File: config.mk
export PLATFORM = sky130hd
export DESIGN_NAME = jk_bank_arbiter
export DESIGN_NICKNAME = d
export VERILOG_FILES = /design/src/rtl/jk_bank_pkg.sv /design/src/rtl/jk_cell.sv /design/src/rtl/jk_bank_arbiter.sv
export SDC_FILE = /design/constraint.sdc
export NUM_CORES = 1
export LEC_CHECK = 0
export CORE_AREA = 2 2 46 65
export CTS_BUF_LIST = sky130_fd_sc_hd__clkbuf_8
export DETAILED_ROUTE_END_ITERATION = 8
export DIE_AREA = 0 0 48 67
export GPL_TIMING_DRIVEN = 0
export PLACE_DENSITY = 0.94
export SYNTH_ARGS = -nofsm -noshare
export SYNTH_HDL_FRONTEND = slang
export SYNTH_SLANG_ARGS = --single-unit
File: constraint.sdc
create_clock -name clk -period 2.9 [get_ports clk]
set_clock_uncertainty 0.05 [all_clocks]
set_input_delay 0.58 -clock clk [delete_from_list [all_inputs] [get_ports clk]]
set_output_delay 0.58 -clock clk [all_outputs]
set_load 0.005 [all_outputs]
File: src/rtl/jk_bank_pkg.sv
`default_nettype none
// ============================================================================
// Module      : jk_bank_pkg
// Description : Shared types for the JK flip-flop bank arbiter. Defines the
//               2-bit command encoding and its mapping onto a {j,k} pair.
// Revision    : 1.0 - initial release
// ============================================================================
package jk_bank_pkg;

    // Command encoding as seen on req_op; the numeric value equals {j,k}.
    typedef enum logic [1:0] {
        OP_HOLD   = 2'b00,
        OP_CLEAR  = 2'b01,
        OP_SET    = 2'b10,
        OP_TOGGLE = 2'b11
    } jk_op_t;

    // Returns {j,k} for a command.
    function automatic logic [1:0] op_to_jk(input jk_op_t op);
        logic [1:0] jk;
        case (op)
            OP_CLEAR:  jk = 2'b01;
            OP_SET:    jk = 2'b10;
            OP_TOGGLE: jk = 2'b11;
            default:   jk = 2'b00;
        endcase
        return jk;
    endfunction

endpackage
`default_nettype wire

File: src/rtl/jk_cell.sv
`default_nettype none
// ============================================================================
// Module      : jk_cell
// Description : Single JK flip-flop with synchronous active-high reset.
//               Ports: clk, reset, j, k (inputs); q, q_bar (outputs).
//               j/k: 00 hold, 01 clear, 10 set, 11 toggle.
// Revision    : 1.0 - initial release
// ============================================================================
module jk_cell (
    input  logic clk,
    input  logic reset,
    input  logic j,
    input  logic k,
    output logic q,
    output logic q_bar
);

    logic r_q;

    always_ff @(posedge clk) begin
        if (reset) begin
            r_q <= 1'b0;
        end else begin
            case ({j, k})
                2'b01:   r_q <= 1'b0;
                2'b10:   r_q <= 1'b1;
                2'b11:   r_q <= ~r_q;
                default: r_q <= r_q;
            endcase
        end
    end

    // q_bar is derived from the stored bit so it reads all-ones out of reset.
    assign q     = r_q;
    assign q_bar = ~r_q;

endmodule
`default_nettype wire

File: src/rtl/jk_bank_arbiter.sv
`default_nettype none
// ============================================================================
// Module      : jk_bank_arbiter
// Description : Round-robin arbiter sharing a bank of NFF JK flip-flops
//               between NREQ requesters. One command is accepted per cycle,
//               registered, and applied to the addressed cell on the next edge.
// Ports       : clk, reset            - clock / sync active-high reset
//               req_valid/ready       - per-requester handshake
//               req_op, req_idx       - per-requester command and target
//               q, q_bar              - bank state and its complement
//               cmd_valid, cmd_gid    - registered command being applied
//               err_idx               - pulse: applied command idx >= NFF
// Revision    : 1.0 - initial release
// ============================================================================
module jk_bank_arbiter
    import jk_bank_pkg::*;
#(
    parameter int NREQ = 4,
    parameter int NFF  = 8,
    parameter int IDXW = $clog2(NFF),
    parameter int GIDW = $clog2(NREQ)
) (
    input  logic                 clk,
    input  logic                 reset,
    input  logic [NREQ-1:0]      req_valid,
    output logic [NREQ-1:0]      req_ready,
    input  logic [2*NREQ-1:0]    req_op,
    input  logic [IDXW*NREQ-1:0] req_idx,
    output logic [NFF-1:0]       q,
    output logic [NFF-1:0]       q_bar,
    output logic                 cmd_valid,
    output logic [GIDW-1:0]      cmd_gid,
    output logic                 err_idx
);

    logic [GIDW-1:0] r_rr_ptr;
    logic            r_cmd_valid;
    logic [GIDW-1:0] r_cmd_gid;
    jk_op_t          r_cmd_op;
    logic [IDXW-1:0] r_cmd_idx;
    logic            r_err_idx;

    logic            w_found;
    logic [GIDW-1:0] w_gid;
    logic [GIDW-1:0] w_cand;
    logic            w_cmd_oob;
    logic [NFF-1:0]  w_j;
    logic [NFF-1:0]  w_k;

    // Round-robin search starting at r_rr_ptr; the first valid requester wins.
    // Grants are suppressed in the reset cycle so nothing is handshaken away.
    always_comb begin
        w_found   = 1'b0;
        w_gid     = '0;
        w_cand    = '0;
        req_ready = '0;
        for (int i = 0; i < NREQ; i++) begin
            w_cand = GIDW'((int'(r_rr_ptr) + i) % NREQ);
            if (!w_found && req_valid[w_cand]) begin
                w_found = 1'b1;
                w_gid   = w_cand;
            end
        end
        if (reset) begin
            w_found = 1'b0;
        end
        if (w_found) begin
            req_ready = NREQ'(1) << w_gid;
        end
    end

    // Command register and pointer; an accept is exactly w_found.
    always_ff @(posedge clk) begin
        if (reset) begin
            r_rr_ptr    <= '0;
            r_cmd_valid <= 1'b0;
            r_cmd_gid   <= '0;
            r_cmd_op    <= OP_HOLD;
            r_cmd_idx   <= '0;
            r_err_idx   <= 1'b0;
        end else begin
            r_cmd_valid <= w_found;
            r_err_idx   <= w_cmd_oob;
            if (w_found) begin
                r_cmd_gid <= w_gid;
                r_cmd_op  <= jk_op_t'(req_op[2*int'(w_gid) +: 2]);
                r_cmd_idx <= req_idx[IDXW*int'(w_gid) +: IDXW];
                r_rr_ptr  <= GIDW'((int'(w_gid) + 1) % NREQ);
            end
        end
    end

    // Out-of-range index is only reachable when NFF is not a power of two.
    assign w_cmd_oob = r_cmd_valid && (int'(r_cmd_idx) >= NFF);

    // Apply stage: only the addressed cell sees the command's j/k.
    always_comb begin
        w_j = '0;
        w_k = '0;
        for (int f = 0; f < NFF; f++) begin
            if (r_cmd_valid && (int'(r_cmd_idx) == f)) begin
                {w_j[f], w_k[f]} = op_to_jk(r_cmd_op);
            end
        end
    end

    generate
        for (genvar g = 0; g < NFF; g++) begin : g_cells
            jk_cell u_cell (
                .clk   (clk),
                .reset (reset),
                .j     (w_j[g]),
                .k     (w_k[g]),
                .q     (q[g]),
                .q_bar (q_bar[g])
            );
        end
    endgenerate

    assign cmd_valid = r_cmd_valid;
    assign cmd_gid   = r_cmd_gid;
    assign err_idx   = r_err_idx;

endmodule
`default_nettype wire

-- After elaboration in Yosys (flattened, before gate mapping)
Index checks and enable logic that the tools add are counted.
- input bits: 26
- register bits after elaboration: 18
- add/subtract/negate cells: 4
- multiply operators: 1
- eq/ne operators: 34
- reduce and logical (&&, ||, !) cells: 23
- order comparisons: 4
- muxes and demuxes: 43
- bitwise gates (word level): 8
- shift operators: 3
- operators by type and width (operator ; number):
    $eq 2x2->1 const B ; 18
    $mux 1 ; 25
    $pmux 1 s3 ; 8
    $reduce_bool 3->1 ; 8
    $eq 2x1->1 const B ; 9
    $eq 3x3->1 const B ; 4
    $lt 2x3->1 const B ; 4
    $shiftx 12x5->3 ; 1
    $logic_and 1x1->1 ; 11
    $bmux 1 s2 ; 4
    $mux 2 ; 4
    $not 1->1 ; 8
    $shiftx 8x4->2 ; 1
    $eq 3x2->1 const B ; 2
    $pmux 2 s3 ; 1
    $add 2x1->2 const B ; 2
    $add 2x2->2 const B ; 2
    $mul 2x2->4 const A ; 1
    $mux 4 ; 1
    $shl 1x2->4 const A ; 1
    $eq 3x1->1 const B ; 1
    $logic_not 1->1 ; 3
    $logic_not 3->1 ; 1

-- Logic depth before layout (Yosys ltp)
- depth after elaboration: 14
- depth in mapped cells: 6

-- Hierarchy
Synthesis repeated with hierarchy kept, for this count alone.
- cell total of the unflattened synthesis: 140
- area total of the unflattened synthesis: 1051.0 µm²
- by module, submodules not included (module ; times used ; area an instance (µm²) ; cells each):
    jk_bank_arbiter ; 1 ; 770.7 ; 108
    jk_cell ; 8 ; 35.0 ; 4

-- Worst setup path after synthesis
No wires, ideal clock.
- path type: input port to output port
- start: input port req_valid[0]
- end: output port req_ready[2]
- arrival time: 1.562 ns
- buffers on the path: 0
- setup slack: 0.708 ns
- stages: 3
- path through: nor4_2 -> nor2_1 -> and3b_2
- word-level cells in the longest chain between the ends: 14
- elaborated cells on any way between the ends: 25
- RTL lines (element ; RTL line ; RTL):
    start: declaration ; jk_bank_arbiter.sv:25 ; input logic [NREQ-1:0] req_valid,
    $bmux 1 s2 ; jk_bank_arbiter.sv:59 ; if (!w_found && req_valid[w_cand]) begin
    $mux 1 (not written as such) ; jk_bank_arbiter.sv:59 ;
    $mux 1 ; jk_bank_arbiter.sv:59 ;
    $logic_not 1->1 ; jk_bank_arbiter.sv:59 ;
    $logic_and 1x1->1 ; jk_bank_arbiter.sv:59 ;
    $mux 1 ; jk_bank_arbiter.sv:59 ;
    $logic_not 1->1 ; jk_bank_arbiter.sv:59 ;
    $logic_and 1x1->1 ; jk_bank_arbiter.sv:59 ;
    $mux 1 ; jk_bank_arbiter.sv:59 ;
    $logic_not 1->1 ; jk_bank_arbiter.sv:59 ;
    $logic_and 1x1->1 ; jk_bank_arbiter.sv:59 ;
    $mux 2 / $mux 1 (equally long branches) ; jk_bank_arbiter.sv:59 ;
    $shl 1x2->4 / $mux 1 (equally long branches) ; jk_bank_arbiter.sv:68, jk_bank_arbiter.sv:64 ;
    $mux 4 (*) ; jk_bank_arbiter.sv:67 ; if (w_found) begin
    end: declaration ; jk_bank_arbiter.sv:26 ; output logic [NREQ-1:0] req_ready,
Mark *: on every way between the ends. The rest lies on a longest branch, timed or not. The select of a mux whose other input is x is not followed.

-- Final worst setup path
- start: input port req_valid[1]
- end: output port req_ready[2]
Same word-level chain as after synthesis.

==> qor.csv <==
stage,metric,value,unit
layout,"most common cell after layout, fill and taps aside",clkdlybuf4s50_1,
yosys,Post-Synth XOR/XNOR Area,0.730,%
worst_setup_path,delay of the slowest critical-path stage,0.43,ns
run,Max Cap Violations,0,
yosys,Syn Area/Cell,8.45,um2
grt,Global Route Usage Sum,19.2,%
grt,initial antenna violation count,0,
floorplanning,I/O Pins,50,
floorplanning,Die Area,3220,um2
yosys,syn_nets,168,
grt,number of global-route vias before repair,1149,
cts,Root Driver,clkbuf_8,
yosys,Yosys Warn Count,0,
sta,hold slack,0.444,ns
worst_setup_path,worst setup path class,input port to output port,
grt,global-route wire length before repair,4.49,mm
route,post-route ant nets,0,
grt,largest net degree at the start of global routing,11,
worst_setup_path,CP max stage cell,clkdlybuf4s50_1,
sta,RSZ-0062 raised after global routing,no,
grt,total grt overflow,0,
sta,# setup viols final,0,
route,DR DRC count,0,
sta,Hold Fails Final Rpt,0,
layout,most frequent cells in the layout,"clkdlybuf4s50_1 (43), buf_4 (22), dfxtp_1 (18)",
route,"wirelength, routed",3.04,mm
yosys,synthesized flop and latch total,18,
layout,fill cell count,209,
sta,Final period util,97.7,%
power,register share of total power,38.1,%
worst_setup_path,crit start category,input port,
layout,share of layout cells above drive strength 1,23.0,%
power,Comb pwr share,35.9,%
placement,# port buffers,48,
route,DRT Pass-1 Iters,4,
power,P_leak,0.720,nW
route,vias per cell,5.25,
layout,fin nets,227,
power,Int Power,556,uW
layout,final core utilization,69.7,%
floorplanning,core footprint,2620,um2
sta,Final Max Slew Viols,0,
cts,Worst-path clk slew,0.07,ns
sta,minimum clock period,2.83,ns
route,Vias,1239,
yosys,mux cell area share after synthesis,7.19,%
yosys,sequential area share after synthesis,30.0,%
placement,Final Wtd Congestion,0.865,
cts,clk_lat worst skew,0.25,ns
power,switch share,29.5,%
sta,highest clock rate,353,MHz
floorplanning,die width,48,um
cts,CTS Buffer Depth,2,
worst_setup_path,Critical Path End Type,output port,
placement,Post-DP HPWL,2.35,mm
worst_setup_path,CP arrival,2.20,ns
power,Psw,232,uW
worst_setup_path,"critical path fanouts, max",9,
floorplanning,Placement Rows,22,
power,power share of the clock group,26.0,%
worst_setup_path,crit-path cells,dlygate4sd2_1 -> and3b_1 -> o22a_1 -> buf_2 -> and3b_2 -> clkdlybuf4s50_1,
floorplanning,Initial Util,45.9,%
outcome,status,finished clean,
cts,Max H-tree Level,1,
cts,CTS Sinks,18,
layout,ANT cells,0,
layout,Area Growth Syn to Fin,51.9,%
route,DRT iter0 DRCs,19,
yosys,post-synthesis simple-gate area fraction,24.0,%
route,DR WL/cell,12.9,um
hold_path,Hold Crit Class,flip-flop to flip-flop,
power,pwr dens,432,nW/um2
power,Final Total Pwr,788,uW
yosys,Synth Area in Adders,0,%
power,worst vdd ir,283,uV
cts,Post-CTS Hold Fix Bufs,0,
floorplanning,DIE HEIGHT,67,um
worst_setup_path,"Req. time, crit path",2.27,ns
cts,Num CTS Buffers,3,
yosys,Synth Instances,142,
yosys,combinational family with the most area after synthesis,simple AND/OR/NAND/NOR gates,
yosys,Mapped Area,1200,um2
yosys,Cell variety after synth,38,
yosys,post-synthesis compound-gate area fraction,22.2,%
cts,CTS tree,done,
## cells in the mapped netlist, drive strengths merged
cell | n | share of area [%]
or2 | 2 | 1.0
buf | 21 | 13
inv | 9 | 2.8
a211oi | 5 | 3.1
nor2 | 7 | 2.6
a21oi | 13 | 6.4
nand4 | 4 | 2.1
o21ai | 8 | 3.3
mux2 | 4 | 4.7
and3 | 1 | 0.52
nor3 | 1 | 0.83
mux2i | 3 | 2.5
dfxtp | 18 | 30
nand2 | 5 | 1.6
o31ai | 4 | 2.5
nand3 | 1 | 0.42
or3 | 8 | 4.2
a22o | 1 | 0.83
nand3b | 4 | 2.5
a21o | 2 | 1.3
o221ai | 1 | 0.73
conb | 1 | 0.31
o22a | 1 | 0.73
or3b | 1 | 0.73
nor2b | 5 | 2.6
xnor2 | 1 | 0.73
nand2b | 4 | 2.3
and3b | 2 | 1.6
nor4 | 1 | 1.0
a221o | 4 | 3.3
## cell families after synthesis
group / after synthesis
and+or+nand+nor: 46
muxes: 7
xor gates and xnor gates: 1
DFF: 18
AOI/OAI and AO/OA: 39
other: 1
buffers and inverters: 30
## cell type report
| type | count | area (um2) | area share (%) |
|---|---|---|---|
| Buffer | 21 | 153 | 8.37 |
| Clock buffer | 4 | 55.1 | 3.02 |
| Inverter | 9 | 33.8 | 1.85 |
| Multi-Input combinational cell | 94 | 667 | 36.6 |
| Sequential cell | 18 | 360 | 19.8 |
| Tap cell | 36 | 45.0 | 2.47 |
| Timing Repair Buffer | 54 | 509 | 27.9 |
## per-stage QoR
step	worst slack, ns	area, um2	cells	TNS, ns
2_1_floorplan	0.708	1200	142	0
3_5_place_dp	-0.491	1730	226	-1.86
6_report	0.0680	1820	236	0
3_3_place_gp	-0.467	1730	226	-1.73
5_1_grt	0.0228	1820	236	0
4_1_cts	0.00516	1790	231	0
## repair_timing
action                                  CTS  global route
resized for setup                         5             8
setup buffers                             1             5
endpoints found under the setup margin    4             4
pin swaps                                 2             2
## power groups by stage
stage | clock [mW] | sequential [mW] | combinational [mW]
3_5_place_dp | 0 | 0.303 | 0.261
6_report | 0.205 | 0.300 | 0.283
3_3_place_gp | 0 | 0.301 | 0.250
4_1_cts | 0.205 | 0.299 | 0.262
5_1_grt | 0.215 | 0.305 | 0.304
2_1_floorplan | 0 | 0.297 | 0.160
## path summary, 6_finish.rpt
kind	end	cells after the start	slack, ns	startpoint
setup / recovery	req_ready[2]	6	0.07	req_valid[1]
hold / removal	g_cells[0].u_cell.q	2	0.44	g_cells[0].u_cell.q
setup reg to reg	r_cmd_op[1]	8	0.63	r_rr_ptr[1]
hold reg to reg	g_cells[0].u_cell.q	2	0.44	g_cells[0].u_cell.q
## layer usage
layer / GRT usage, % / vias up / wire length (um)
li1: - / 615 / -
met1: 17.1 / 573 / 1080
met2: 38.3 / 45 / 1800
met3: 2.98 / 6 / 132
met4: 8.11 / 0 / 31
met5: 0 / - / 0
## critical path: cells and delay by family
family	cells	cell delay (ns)
simple gates	2	0.44
compound gates	1	0.20
buf+inv	3	0.97
## registers in the layout (all words and copies together), names as in the netlist
register,flops
cmd_gid,2
cmd_valid,1
g_cells.u_cell.q,8
r_cmd_idx,3
r_cmd_op,2
r_rr_ptr,2
Note: power is estimated with default switching activity, not from simulation.
